[config.mk]
export PLATFORM = sky130hd
export DESIGN_NAME = tx_serializer
export DESIGN_NICKNAME = d
export VERILOG_FILES = /design/src/rtl/tx_serializer.sv
export SDC_FILE = /design/constraint.sdc
export NUM_CORES = 1
export LEC_CHECK = 0
export ABC_CLOCK_PERIOD_IN_PS = 5400
export BUFFER_PORTS_ARGS = -buffer_cell sky130_fd_sc_hd__buf_2
export CORE_MARGIN = 3
export CORE_UTILIZATION = 59
export CTS_CLUSTER_SIZE = 10
export DETAILED_ROUTE_END_ITERATION = 8
export HOLD_SLACK_MARGIN = 0.05
export PLACE_DENSITY = 0.82
export SLEW_MARGIN = 40
export SYNTH_ARGS = -nofsm -noshare
export SYNTH_HDL_FRONTEND = slang
export SYNTH_SLANG_ARGS = --single-unit
export TNS_END_PERCENT = 20
[constraint.sdc]
create_clock -name clk -period 5.4 [get_ports clk]
set_input_delay 0.54 -clock clk [delete_from_list [all_inputs] [get_ports clk]]
set_output_delay 0.54 -clock clk [all_outputs]
set_load 0.03 [all_outputs]
[src/rtl/tx_serializer.sv]
// tx_serializer: single-buffered word-to-serial framer with start strobe, MSB-first data and inter-frame gap
module tx_serializer #(
  parameter int DATA_WIDTH = 8,
  parameter int GAP_CYCLES = 2
) (
  input  logic                  clk,
  input  logic                  clr,
  input  logic                  tx_valid,
  input  logic [DATA_WIDTH-1:0] tx_data,
  output logic                  tx_ready,
  output logic                  transmit,
  output logic                  transmit_data,
  output logic                  busy,
  output logic [7:0]            frame_count
);
  localparam int BW = $clog2(DATA_WIDTH + 1);
  localparam int GW = $clog2(GAP_CYCLES + 1);
  typedef enum logic [1:0] {IDLE, START, SHIFT, GAP} state_t;
  state_t state_q, state_d;
  logic [DATA_WIDTH-1:0] hold_data_q, hold_data_d, shift_q, shift_d;
  logic hold_full_q, hold_full_d;
  logic [BW-1:0] bit_q, bit_d;
  logic [GW-1:0] gap_q, gap_d;
  logic [7:0] frame_count_q, frame_count_d;
  logic transmit_q, transmit_d, transmit_data_q, transmit_data_d, busy_q, busy_d;
  logic accept, load, last_bit, last_gap;
  always_comb begin
    accept = tx_valid && !hold_full_q;
    load = (state_q == IDLE) && hold_full_q;
    last_bit = bit_q == BW'(DATA_WIDTH - 1);
    last_gap = gap_q == GW'(GAP_CYCLES - 1);
    state_d = state_q == IDLE  ? (hold_full_q ? START : IDLE) :
              state_q == START ? SHIFT :
              state_q == SHIFT ? (last_bit ? GAP : SHIFT) :
                                 (last_gap ? IDLE : GAP);
    hold_full_d = accept || (hold_full_q && !load);
    hold_data_d = accept ? tx_data : hold_data_q;
    shift_d = load ? hold_data_q : state_q == SHIFT ? shift_q << 1 : shift_q;
    bit_d = load ? '0 : state_q == SHIFT ? bit_q + BW'(1) : bit_q;
    gap_d = (state_q == GAP && !last_gap) ? gap_q + GW'(1) : '0;
    frame_count_d = frame_count_q + 8'(state_q == SHIFT && last_bit);
    transmit_d = state_d == START;
    transmit_data_d = (state_d == SHIFT) && shift_d[DATA_WIDTH-1];
    busy_d = state_d != IDLE;
  end
  always_ff @(posedge clk) begin
    if (clr) begin
      state_q <= IDLE;
      hold_data_q <= '0;
      hold_full_q <= 1'b0;
      shift_q <= '0;
      bit_q <= '0;
      gap_q <= '0;
      frame_count_q <= '0;
      transmit_q <= 1'b0;
      transmit_data_q <= 1'b0;
      busy_q <= 1'b0;
    end else begin
      state_q <= state_d;
      hold_data_q <= hold_data_d;
      hold_full_q <= hold_full_d;
      shift_q <= shift_d;
      bit_q <= bit_d;
      gap_q <= gap_d;
      frame_count_q <= frame_count_d;
      transmit_q <= transmit_d;
      transmit_data_q <= transmit_data_d;
      busy_q <= busy_d;
    end
  end
  assign tx_ready = !hold_full_q;
  assign transmit = transmit_q;
  assign transmit_data = transmit_data_q;
  assign busy = busy_q;
  assign frame_count = frame_count_q;
endmodule

==> flow_summary.json <==
{
  "fin_crit_ns": 2.387,
  "postCtsHoldBufs": 0,
  "clk_latency_ns": 0.34,
  "cp.required_ns": 5.68,
  "cts_tree": "yes",
  "yosysWarnings": 0,
  "share_comb_of_total_power_pct": 10.3,
  "swShare_pct": 25.93,
  "peakVddDrop_mv": 0.2252,
  "clk_pin_slew_ns": 0.10,
  "worstHoldPathCells": 3,
  "end_kind": "register",
  "synth_compound_area_share_pct": 13.72,
  "rr_worst_depth": 8,
  "post_cts_resized": 0,
  "place.gp.congestion": 0.7711,
  "layout-drive-gt1-share_pct": 16.67,
  "synth_fp_nets": 189,
  "r2r_slack_ns": 3.01,
  "cts_made_buffers": 5,
  "p_int_uw": 347.5,
  "antenna_found_initial": 0,
  "postSynthCellCount": 174,
  "dpl.hpwl_um": 1933,
  "drcViolationCount": 0,
  "grt_use_total_pct": 19.98,
  "htreeDepth": 2,
  "maxSlewHeadroom_pct": 52.76,
  "fp.dieArea_um2": 3158,
  "start_util_pct": 64.71,
  "clock_sinks": 36,
  "synth_top_family_by_area": "simple AND/OR/NAND/NOR gates",
  "path_max_fanout": 26,
  "cts_root_buf": "clkbuf_4",
  "synth_cell_type_count": 33,
  "routed_wire_length_per_instance_um": 12.51,
  "finalHoldViolations": 0,
  "setup_violations": 0,
  "grt_setup_unrepaired": "no",
  "clk_path_buf_depth": 2,
  "use_met3_pct": 7.657,
  "dp_slack_ns": 3.048,
  "viasPerCell": 5.600,
  "grt_max_degree": 37,
  "vias": 1232,
  "synthMuxAreaShare_pct": 0,
  "core-area_um2": 2297,
  "post-route-period-util_pct": 44.20,
  "seq_power_share_pct": 61.8,
  "clock.fmax_ghz": 0.4190,
  "maxCapViolations": 0,
  "dieWidth_um": 56.20,
  "die_h_um": 56.20,
  "place.port_buffers": 22,
  "gr-usage-met1_pct": 25.14,
  "leakage_nw": 0.6555,
  "ant_nets": 0,
  "grt_pass1_vias": 1141,
  "yosysSeqAreaShare_pct": 48.48,
  "p_per_area_nw_per_um2": 287.5,
  "ios": 23,
  "whs_ns": 0.4226,
  "gr-usage-met2_pct": 30.38,
  "fin_nets": 207,
  "setup_tns_ns": 0,
  "drt_wl_total_um": 2752,
  "totalPowerFinal_uw": 469.1,
  "status": "complete, no violations",
  "clock_skew_ns": 0.007416,
  "tightest_slew_ns": 0.7076,
  "post-cts-setup-buffers": 0,
  "synth-xor-area-share_pct": 1.768,
  "worstPathArrival_ns": 2.66,
  "power_switching_uw": 121.6,
  "ys_ff_latch": 36,
  "power_frac_clock_pct": 27.9,
  "yosys.area_share.adder_pct": 3.367,
  "hold_path.class": "input pin to register",
  "fillerInstances": 195,
  "synthSimpleGateAreaFrac_pct": 28.54,
  "layout_setup_ws_ns": 3.013,
  "top_usage_layer": "met2",
  "grt-ovfl-total": 0,
  "grt_pass1_wl_um": 4919,
  "drt_iter0_drc": 31,
  "syn-cell-area_um2": 1486,
  "slew_violations": 0,
  "postSynthAreaPerCell_um2": 8.543,
  "first_pass_iters": 6,
  "rows": 17,
  "syn2layout_area_growth_pct": 9.764,
  "critical_path_class": "register to register",
  "antenna_cells": 0,
  "cp-start-kind": "register"
}
worst max-delay path, cell delays in order (launching register included):
cell	delay, ns
dfxtp_1	0.79
and2b_1	0.29
nand4b_1	0.14
inv_1	0.09
ha_1	0.22
ha_1	0.23
inv_1	0.06
or3_1	0.36
a21oi_1	0.13
state kept, by name, indices dropped and copies added, names as in the netlist:
name	cells
shift_q	8
state_q	2
transmit	1
gap_q	2
transmit_data	1
hold_data_q	8
hold_full_q	1
frame_count	8
busy	1
bit_q	4
final cells by class:
type | instances | area, um^2 | share of cell area (%)
clock buffers | 6 | 41.29 | 2.531
clock inverters | 1 | 5.005 | 0.3067
inverters | 4 | 15.01 | 0.9202
multi-input cells | 123 | 704.4 | 43.17
flip-flops and latches | 36 | 720.7 | 44.17
well taps | 28 | 35.03 | 2.147
repair buffers | 22 | 110.1 | 6.749
final timing paths:
check | start | to
setup reg to reg | state_q[1] | frame_count[6]
hold reg to reg | gap_q[0] | gap_q[0]
setup / recovery | state_q[1] | frame_count[6]
hold / removal | tx_data[0] | hold_data_q[0]
cells in the final DEF, fill, tap and decap left out, drive strengths merged:
cell and instances:
dfxtp 36, nand2 22, a21oi 22, buf 22, nor2 14, nor3 9, nand2b 8, or3b 8
nand3 6, clkbuf 6, inv 4, o21ai 4, ha 4, nor2b 3, nor4 3, or3 3
a211oi 2, xor2 2, and2b 1, nand4b 1, a2bb2oi 1, o21ba 1, o21bai 1, a32oi 1
o32a 1, a22oi 1, nand4 1, and3 1, a31oi 1, and3b 1, xnor2 1, clkinv 1
metal layers:
layer / vias up / routed length [um] / share of wire [%]
met2: 28 / 1216 / 44
met5: - / 0 / 0
met1: 556 / 1321 / 48
met3: 8 / 149 / 5.4
li1: 640 / - / -
met4: 0 / 64 / 2.3
power by group through the flow:
stage                     combinational, mW  sequential, mW  clock (mW)
after detailed placement             0.0483           0.296           0
after global placement               0.0468           0.296           0
final                                0.0481           0.290       0.131
after floorplan                      0.0406           0.292           0
after CTS                            0.0485           0.290       0.135
after global routing                 0.0544           0.292       0.148
cells by family after synthesis:
group           Yosys count
simple gates             81
flops                    36
xor+xnor                  3
fa+ha+maj                 4
buf+inv                  15
compound gates           35
cells in the mapped netlist:
library cell | n | share of area, %
o21ai_0 | 4 | 1.3
a2bb2oi_1 | 1 | 0.59
and3_1 | 1 | 0.42
xnor2_1 | 1 | 0.59
and3b_1 | 1 | 0.59
a21oi_1 | 22 | 7.4
nand2_1 | 22 | 5.6
o21ba_2 | 1 | 0.67
inv_1 | 4 | 1.0
nand3_1 | 6 | 2.0
a31oi_1 | 1 | 0.42
o32a_1 | 1 | 0.67
buf_2 | 4 | 1.3
nor4_1 | 3 | 1.3
or3_1 | 3 | 1.3
or3b_1 | 5 | 2.9
nor2b_1 | 3 | 1.3
buf_1 | 2 | 0.51
a22oi_1 | 1 | 0.51
xor2_1 | 2 | 1.2
nand4_1 | 1 | 0.42
nor3_1 | 9 | 3.0
a32oi_1 | 1 | 0.59
o21bai_1 | 1 | 0.51
dfxtp_1 | 36 | 48
and2b_1 | 1 | 0.51
nand2b_1 | 8 | 3.4
a211oi_1 | 2 | 1.0
clkbuf_1 | 5 | 1.3
nand4b_1 | 1 | 0.59
ha_1 | 4 | 3.4
or3b_2 | 3 | 1.8
nor2_1 | 14 | 3.5
metrics by stage:
| step | utilization [%] | cell area [um^2] | cells |
|---|---|---|---|
| after global routing | 71.02 | 1632 | 220 |
| final | 71.02 | 1632 | 220 |
| after detailed placement | 69.01 | 1585 | 213 |
| after global placement | 69.01 | 1585 | 213 |
| after floorplan | - | 1486 | 174 |
| after CTS | 71.02 | 1632 | 220 |
(Power assumes the default switching activity.)
